[config.mk]
export PLATFORM = sky130hd
export DESIGN_NAME = hpdcache_rr_req_scheduler
export DESIGN_NICKNAME = d
export VERILOG_FILES = /design/src/rtl/hpdcache_rr_req_scheduler.sv
export SDC_FILE = /design/constraint.sdc
export NUM_CORES = 1
export LEC_CHECK = 0
export ABC_CLOCK_PERIOD_IN_PS = 2170
export CAP_MARGIN = 20
export CORE_AREA = 2 2 39 41
export CTS_CLUSTER_DIAMETER = 40
export DETAILED_ROUTE_END_ITERATION = 10
export DIE_AREA = 0 0 41 43
export PLACE_DENSITY = 0.69
export SETUP_SLACK_MARGIN = 0.02
export SLEW_MARGIN = 20
export SYNTH_ARGS = -nofsm -noshare
export SYNTH_HDL_FRONTEND = slang
export SYNTH_SLANG_ARGS = --single-unit
[constraint.sdc]
create_clock -name clk_i -period 2.17 [get_ports clk_i]
set_clock_uncertainty 0.15 [all_clocks]
set_input_delay 0.217 -clock clk_i [delete_from_list [all_inputs] [get_ports clk_i]]
set_output_delay 0.217 -clock clk_i [all_outputs]
set_load 0.1 [all_outputs]
[src/rtl/hpdcache_rr_req_scheduler.sv]
`default_nettype none
// ============================================================================
// Module   : hpdcache_rr_req_scheduler
// Purpose  : Round-robin scheduler sharing one downstream request port among
//            N requesters. The winner is granted combinationally in the same
//            cycle it is selected. Its binary index steers the datapath mux.
//            The grant is held while the downstream port stalls. The fairness
//            pointer moves only when a transfer is accepted.
// Revision : 1.0 - initial release
// ----------------------------------------------------------------------------
// Parameters
//   N       number of requesters (N >= 1)
//   N_LOG2  width of the index output, derived from N
// Ports
//   clk_i         in   1       clock, rising edge
//   rst_ni        in   1       asynchronous reset, active low
//   req_valid_i   in   N       per-requester request valid
//   req_ready_o   out  N       per-requester accept (one-hot or zero)
//   gnt_valid_o   out  1       downstream request valid
//   gnt_ready_i   in   1       downstream accept
//   gnt_idx_o     out  N_LOG2  binary index of the granted requester
//   gnt_onehot_o  out  N       one-hot form of gnt_idx_o, zero when idle
// ============================================================================
module hpdcache_rr_req_scheduler #(
    parameter int N = 4,
    localparam int N_LOG2 = (N > 1) ? $clog2(N) : 1
) (
    input  logic              clk_i,
    input  logic              rst_ni,
    input  logic [N-1:0]      req_valid_i,
    output logic [N-1:0]      req_ready_o,
    output logic              gnt_valid_o,
    input  logic              gnt_ready_i,
    output logic [N_LOG2-1:0] gnt_idx_o,
    output logic [N-1:0]      gnt_onehot_o
);

    localparam logic [N_LOG2-1:0] c_LAST_IDX = N_LOG2'(N - 1);

    // Architectural state
    logic [N_LOG2-1:0] r_ptr;     // first index considered in the next round
    logic              r_lock;    // a stalled grant is being held
    logic [N_LOG2-1:0] r_lidx;    // index of the held grant

    // Combinational arbitration
    logic [N-1:0]      w_mask;
    logic [N-1:0]      w_masked;
    logic              w_any;
    logic              w_any_masked;
    logic [N_LOG2-1:0] w_idx_masked;
    logic [N_LOG2-1:0] w_idx_any;
    logic [N_LOG2-1:0] w_idx;
    logic              w_gnt_valid;
    logic [N-1:0]      w_onehot;
    logic              w_xfer;
    logic [N_LOG2-1:0] w_ptr_next;

    // Requesters at or above the pointer are eligible first; this is the
    // ~((1 << ptr) - 1) mask, built bitwise so it works for any N.
    always_comb begin
        w_mask = '0;
        for (int i = 0; i < N; i++) begin
            w_mask[i] = (N_LOG2'(i) >= r_ptr);
        end
    end

    assign w_masked     = req_valid_i & w_mask;
    assign w_any        = |req_valid_i;
    assign w_any_masked = |w_masked;

    // Lowest set bit of each vector. Scanning downwards lets the last
    // assignment (lowest index) win without needing an early exit.
    always_comb begin
        w_idx_masked = '0;
        w_idx_any    = '0;
        for (int i = N - 1; i >= 0; i--) begin
            if (w_masked[i]) begin
                w_idx_masked = N_LOG2'(i);
            end
            if (req_valid_i[i]) begin
                w_idx_any = N_LOG2'(i);
            end
        end
    end

    // A held grant overrides fresh arbitration. With no request at all the
    // fallback encoder yields 0, which keeps the index output at 0 when idle.
    always_comb begin
        if (r_lock) begin
            w_idx = r_lidx;
        end else if (w_any_masked) begin
            w_idx = w_idx_masked;
        end else begin
            w_idx = w_idx_any;
        end
    end

    assign w_gnt_valid = r_lock | w_any;

    always_comb begin
        w_onehot = '0;
        for (int i = 0; i < N; i++) begin
            w_onehot[i] = w_gnt_valid && (w_idx == N_LOG2'(i));
        end
    end

    assign w_xfer     = w_gnt_valid & gnt_ready_i;
    assign w_ptr_next = (w_idx == c_LAST_IDX) ? '0 : (w_idx + N_LOG2'(1));

    assign gnt_valid_o  = w_gnt_valid;
    assign gnt_idx_o    = w_idx;
    assign gnt_onehot_o = w_onehot;
    assign req_ready_o  = w_onehot & {N{gnt_ready_i}};

    // On an accepted transfer the pointer moves just past the winner and any
    // lock is released. A stalled grant is latched so that later arrivals at
    // lower indices cannot pre-empt it; the pointer is left untouched.
    always_ff @(posedge clk_i or negedge rst_ni) begin
        if (!rst_ni) begin
            r_ptr  <= '0;
            r_lock <= 1'b0;
            r_lidx <= '0;
        end else if (w_xfer) begin
            r_ptr  <= w_ptr_next;
            r_lock <= 1'b0;
        end else if (w_gnt_valid) begin
            r_lock <= 1'b1;
            r_lidx <= w_idx;
        end
    end

`ifndef SYNTHESIS
    // A requester owning a held grant must keep its valid asserted.
    a_hold_while_locked : assert property (
        @(posedge clk_i) disable iff (!rst_ni)
        r_lock |-> req_valid_i[r_lidx]
    );

    a_ready_onehot : assert property (
        @(posedge clk_i) disable iff (!rst_ni)
        $onehot0(req_ready_o)
    );
`endif

endmodule
`default_nettype wire
==> out/summary.txt, run 1 <==
initial core utilization: 29.20%
CP Launch Type: primary input
Seq cells post-synth: 5
CTS sink cnt: 5
Vias/cell: 4.957
fill count: 128
die area: 0.001763 mm^2
core footprint: 0.001384 mm^2
Post-Route Setup TNS: -1.204 ns
Pwr per Cell Area: 1415 mW/mm^2
post-synthesis cell count: 46
H-tree level count: 1
fin. max-slew vios: 0
# hold bufs at CTS: 0
CP required: 1.80 ns
root buffer selected by CTS: clkbuf_4
CP arrival: 1.98 ns
max capacitance violation total: 0
Leakage: 0.3889 nW
Yosys cell types: 16
total power draw: 1.259 mW
Synth area leader: dfrtp_1
Post-synth EDFFs: 0
first-pass GRT wire length: 1883 um
First-pass DRT Iterations: 4
Post-synth top cells: dfrtp_1 (5), nand2_1 (5)
Area Growth Syn to Fin: 120.1%
Die Width: 41 um
fin crit period: 2.342 ns
Tot GR Track Use: 15.24%
worst r2r dst: r_ptr[1]
wire length per cell: 12.17 um
worst path cell trace: clkdlybuf4s50_1, a21oi_1, a221oi_2, buf_4, mux2_4, ha_2, and3_4, buf_12
area of the mapped netlist: 404.1 um^2
CTS tree: built
relative slew slack: 79.32%
# rows: 14
Worst R2R Setup Slack: 0.18 ns
Worst Tran Pin Value: 0.3070 ns
RSZ-0062 raised after global routing: yes
final hold slack: 0.04220 ns
CP Max Fanout: 5
WS Path Type: in2out
number of global-route vias before repair: 468
routed wire length: 1144 um
PortBufs: 17
# diodes: 0
final net count: 90
Hold Path Class: in2async
Crit. End Element: output port
Boundary Pins: 18
syn_nets: 57
Top FF cell, synth: dfrtp_1
clk slew on worst S/H paths: 0.04 ns
routability congestion estimate: 0.7862
Ys Warns: 0
CTS Buf Count: 3
drt drc: 0
CP max-delay cell: clkdlybuf4s50_1
Hold Vio Cnt, Final: 0
sequential area share after synthesis: 30.96%
worst r2r src: r_ptr[1]
antenna-violating nets left: 0
Vert. Die Dim: 43 um
Final period util: 107.9%
dpl hpwl: 854.3 um
setup violators final: 9
top cell type's share of synthesized area: 30.96%
deepest clock path buffer count: 2
GR Overflow Total: 0
Finished Core Util: 64.29%
pre-CTS setup slack: -0.2735 ns
Syn Area/Cell: 8.786 um^2
maximum clock rate: 0.4270 GHz
pin count of the biggest net entering global routing: 10
Max VDD drop: 857.7 uV
Worst-Skew Late Latency: 0.24 ns
failing checks: negative setup slack
initial antenna violation count: 0
Synth async-reset ratio: 100.0%
Critical Path Max Stage Delay: 0.59 ns
Vias: 466
R2R depth: 5
status: complete, but fails checks
Area contributors post-synth: dfrtp_1 (31%), ha_1 (12%), mux2_2 (8.4%)
Storage cell area: 126.4 um^2
worst setup margin: -0.1722 ns
layout cells sized above 1: 62.82%
multi-input logic area: 340.3 um^2
First DRT Iteration DRCs: 5
cells by family (layout without fill, tap and decap cells):
group / Yosys count / count (layout) / synth area share (%)
and+or+nand+nor: 19 / 19 / 24.76
adders and majority gates: 4 / 4 / 12.38
buffers and inverters: 4 / 36 / 3.714
DFF: 5 / 5 / 30.96
muxes: 5 / 5 / 13.31
AOI/OAI and AO/OA: 9 / 9 / 14.86
final cells by class:
class | count | area share [%]
multi-input cells | 37 | 38.26
well taps | 16 | 2.250
repair buffers | 28 | 40.65
inverters | 4 | 1.688
clock buffers | 4 | 2.954
flip-flops and latches | 5 | 14.21
flip-flops by register name, indices dropped and copies added (netlist names):
register,count
r_lock,1
r_lidx,2
r_ptr,2
critical path, delay by kind of cell:
kind	cells	cell delay (ns)
AO/OA/AOI/OAI	2	0.32
multiplexers	1	0.16
buffers and inverters	3	0.92
adder cells (fa/ha/maj)	1	0.18
AND/OR/NAND/NOR	1	0.18
layout by cell type, fill, tap and decap left out, drive strengths merged, types with 3 or more instances in the layout:
cell / count
mux2: 3
nor2: 3
o21ai: 4
dfrtp: 5
buf: 22
ha: 4
nand2: 5
inv: 4
clkdlybuf4s50: 5
clkbuf: 4
and3: 4
and2: 4
how the worst max path moves through the flow:
stage                   start             end  slack, ns  cells after the start
2_1_floorplan        r_ptr[1]  req_ready_o[1]      -0.40                      5
3_3_place_gp   req_valid_i[1]  req_ready_o[2]      -0.24                      8
3_5_place_dp   req_valid_i[1]  req_ready_o[0]      -0.27                      8
4_1_cts              r_ptr[1]  req_ready_o[3]      -0.19                      8
5_1_grt              r_ptr[0]  req_ready_o[3]      -0.26                      8
6_report       req_valid_i[2]  req_ready_o[3]      -0.17                      8
power by group:
group	total [mW]	leakage [nW]	internal [mW]	switching [mW]
registers	0.159	0.0588	0.125	0.0343
logic	0.995	0.315	0.416	0.579
clock network	0.105	0.0150	0.0693	0.0353
routing by layer:
layer,track usage [%],share of wire (%),vias up,wire [um]
li1,-,-,230,-
met3,0,4.7,0,54
met2,25.31,54,14,616
met4,6.000,0,0,0
met5,0,0,-,0
met1,19.93,41,222,473
metrics by stage:
step	instances	cell area, um^2
after floorplan	46	445.4
after global placement	88	813.3
after detailed placement	88	813.3
after CTS	94	873.3
after global routing	94	889.6
final	94	889.6
repair_timing:
item                       CTS  global route
pin swaps                    4             4
hold endpoints to repair     0             0
setup buffers                2             0
gates cloned                 0             0
setup endpoints to repair   10            11
resized for setup            9             5
No activity file was read; power rests on OpenSTA's default activity.
==> run 2, diff against run 1 <==
--- a/config.mk
+++ b/config.mk
@@ -13,6 +13,7 @@
 export DIE_AREA = 0 0 41 43
 export PLACE_DENSITY = 0.69
 export SETUP_SLACK_MARGIN = 0.02
+export SKIP_LAST_GASP = 1
 export SLEW_MARGIN = 20
 export SYNTH_ARGS = -nofsm -noshare
 export SYNTH_HDL_FRONTEND = slang
==> results of run 2 <==
Final layout, timing and power as in run 1 (identical DEF).
==> run 3, diff against run 2 <==
--- a/config.mk
+++ b/config.mk
@@ -9,9 +9,11 @@
 export CAP_MARGIN = 20
 export CORE_AREA = 2 2 39 41
 export CTS_CLUSTER_DIAMETER = 40
+export CTS_CLUSTER_SIZE = 25
 export DETAILED_ROUTE_END_ITERATION = 10
 export DIE_AREA = 0 0 41 43
 export PLACE_DENSITY = 0.69
+export RECOVER_POWER = 25
 export SETUP_SLACK_MARGIN = 0.02
 export SKIP_LAST_GASP = 1
 export SLEW_MARGIN = 20
==> out/summary.txt, run 3 (synthesis gave the netlist of run 1 again) <==
Hold Vio Cnt, Final: 0 (unchanged)
pin count of the biggest net entering global routing: 10 (unchanged)
# hold bufs at CTS: 0 (unchanged)
first-pass GRT wire length: 1883 um (unchanged)
core footprint: 0.001384 mm^2 (unchanged)
worst r2r src: r_ptr[1]
GR Overflow Total: 0 (unchanged)
maximum clock rate: 0.4270 GHz (unchanged)
Crit. End Element: output port
CTS Buf Count: 3 (unchanged)
CTS sink cnt: 5 (unchanged)
# diodes: 0 (unchanged)
routability congestion estimate: 0.7862 (unchanged)
initial antenna violation count: 0 (unchanged)
dpl hpwl: 854.3 um (unchanged)
layout cells sized above 1: 62.82% (unchanged)
deepest clock path buffer count: 2 (unchanged)
Tot GR Track Use: 15.24% (unchanged)
RSZ-0062 raised after global routing: yes
final hold slack: 0.1125 ns (+0.07026 ns)
Leakage: 0.3892 nW (about the same)
number of global-route vias before repair: 468 (unchanged)
clock network fraction of total power: 8.3% (about the same)
CTS tree: built
failing checks: negative setup slack
most frequent cells in the layout: buf_12 (11), buf_4 (11), nand2_1 (5)
Worst Tran Pin Value: 0.3070 ns (unchanged)
antenna-violating nets left: 0 (unchanged)
Worst-Skew Late Latency: 0.24 ns (about the same)
First DRT Iteration DRCs: 5 (unchanged)
Boundary Pins: 18 (unchanged)
Worst Setup EP: req_ready_o[3]
die area: 0.001763 mm^2 (unchanged)
First-pass DRT Iterations: 4 (unchanged)
relative slew slack: 79.32% (unchanged)
Hold Path Class: in2async
CP Max Fanout: 5 (unchanged)
worst r2r dst: r_ptr[1]
Die Width: 41 um (unchanged)
Switching Power: 648.7 uW (about the same)
Pwr per Cell Area: 1415 mW/mm^2 (about the same)
CP startpoint: req_valid_i[2]
# rows: 14 (unchanged)
CP Launch Type: primary input
drt drc: 0 (unchanged)
Vias: 466 (unchanged)
setup violators final: 9 (unchanged)
root buffer selected by CTS: clkbuf_4
Max VDD drop: 857.7 uV (about the same)
Vias/cell: 4.957 (unchanged)
Area Growth Syn to Fin: 120.1% (unchanged)
worst setup margin: -0.1722 ns (unchanged)
wire length per cell: 12.17 um (unchanged)
H-tree level count: 1 (unchanged)
routed wire length: 1144 um (unchanged)
R2R depth: 5 (unchanged)
Vert. Die Dim: 43 um (unchanged)
biggest registers after layout: r_lidx x2, r_ptr x2, r_lock x1
Reg power frac: 12.7% (about the same)
status: complete, but fails checks
CP arrival: 1.98 ns (about the same)
Final period util: 107.9% (unchanged)
Comb pwr share: 79.0% (about the same)
clk slew on worst S/H paths: 0.04 ns (about the same)
internal power: 610.1 uW (about the same)
Finished Core Util: 64.29% (unchanged)
fin crit period: 2.342 ns (unchanged)
initial core utilization: 29.20% (unchanged)
max capacitance violation total: 0 (unchanged)
PortBufs: 17 (unchanged)
fin. max-slew vios: 0 (unchanged)
switching share of power: 51.53% (about the same)
WS Path Type: in2out
CP required: 1.80 ns (about the same)
Worst R2R Setup Slack: 0.18 ns (about the same)
final net count: 90 (unchanged)
==> run 3: cell types whose count changed in the layout (fill, tap and decap cells not counted), sizes merged <==
cell	previous run	this run
clkdlybuf4s50	5	4
dlygate4sd3	0	1
==> run 3: routing by layer <==
layer  up-vias  wire (um)  GRT usage, %
li1        230          -             -
met3         0         54             0
met5         -          0             0
met2        14        615         25.31
met1       222        473         19.93
met4         0          0         6.000
==> run 3: critical path: stages <==
cell and delay, ns:
clkdlybuf4s50_1 0.59, a21oi_1 0.12, a221oi_2 0.20, buf_4 0.16, mux2_4 0.16, ha_2 0.18, and3_4 0.18, buf_12 0.17
==> run 3: area by class of cell <==
cell class,count,area (um^2)
clock buffers,4,26.28
repair buffers,28,361.6
fillers,128,494.2
multi-input cells,37,340.3
well taps,16,20.02
flip-flops and latches,5,126.4
inverters,4,15.01
==> run 3: worst min-delay path by stage <==
| stage | startpoint | to | slack (ns) | cells past startpoint |
|---|---|---|---|---|
| floorplan | rst_ni | r_lidx[0] | -0.23 | 0 |
| global placement | rst_ni | r_lidx[1] | 0.29 | 1 |
| detailed placement | rst_ni | r_lock | 0.30 | 1 |
| CTS | rst_ni | r_lock | 0.04 | 1 |
| global route | rst_ni | r_lock | 0.13 | 1 |
| finish | rst_ni | r_lock | 0.11 | 1 |
==> run 3: what timing repair did <==
item                                    in CTS  in global routing
gates resized for setup                      9                  5
endpoints found under the setup margin      10                 11
pin swaps                                    4                  4
endpoints found under the hold margin        0                  0
buffers inserted                             2                  0
==> run 3: power groups by stage <==
| stage | sequential, mW | combinational (mW) | clock [mW] |
|---|---|---|---|
| floorplan | 0.148 | 0.604 | 0 |
| detailed placement | 0.154 | 0.948 | 0 |
| CTS | 0.151 | 0.990 | 0.111 |
| finish | 0.159 | 0.995 | 0.105 |
| global placement | 0.154 | 0.939 | 0 |
| global route | 0.165 | 1.05 | 0.114 |
==> run 3: through the flow <==
stage                     worst slack [ns]  cell area (um^2)  setup TNS, ns  total power [mW]  std cells
final                              -0.1722             889.6         -1.204             1.259         94
after global routing               -0.2553             889.6         -1.953             1.324         94
after CTS                          -0.1919             873.3         -1.326             1.252         94
after detailed placement           -0.2735             813.3         -2.181             1.103         88
after global placement             -0.2421             813.3         -1.862             1.093         88
after floorplan                    -0.3982             445.4         -3.213            0.7527         46
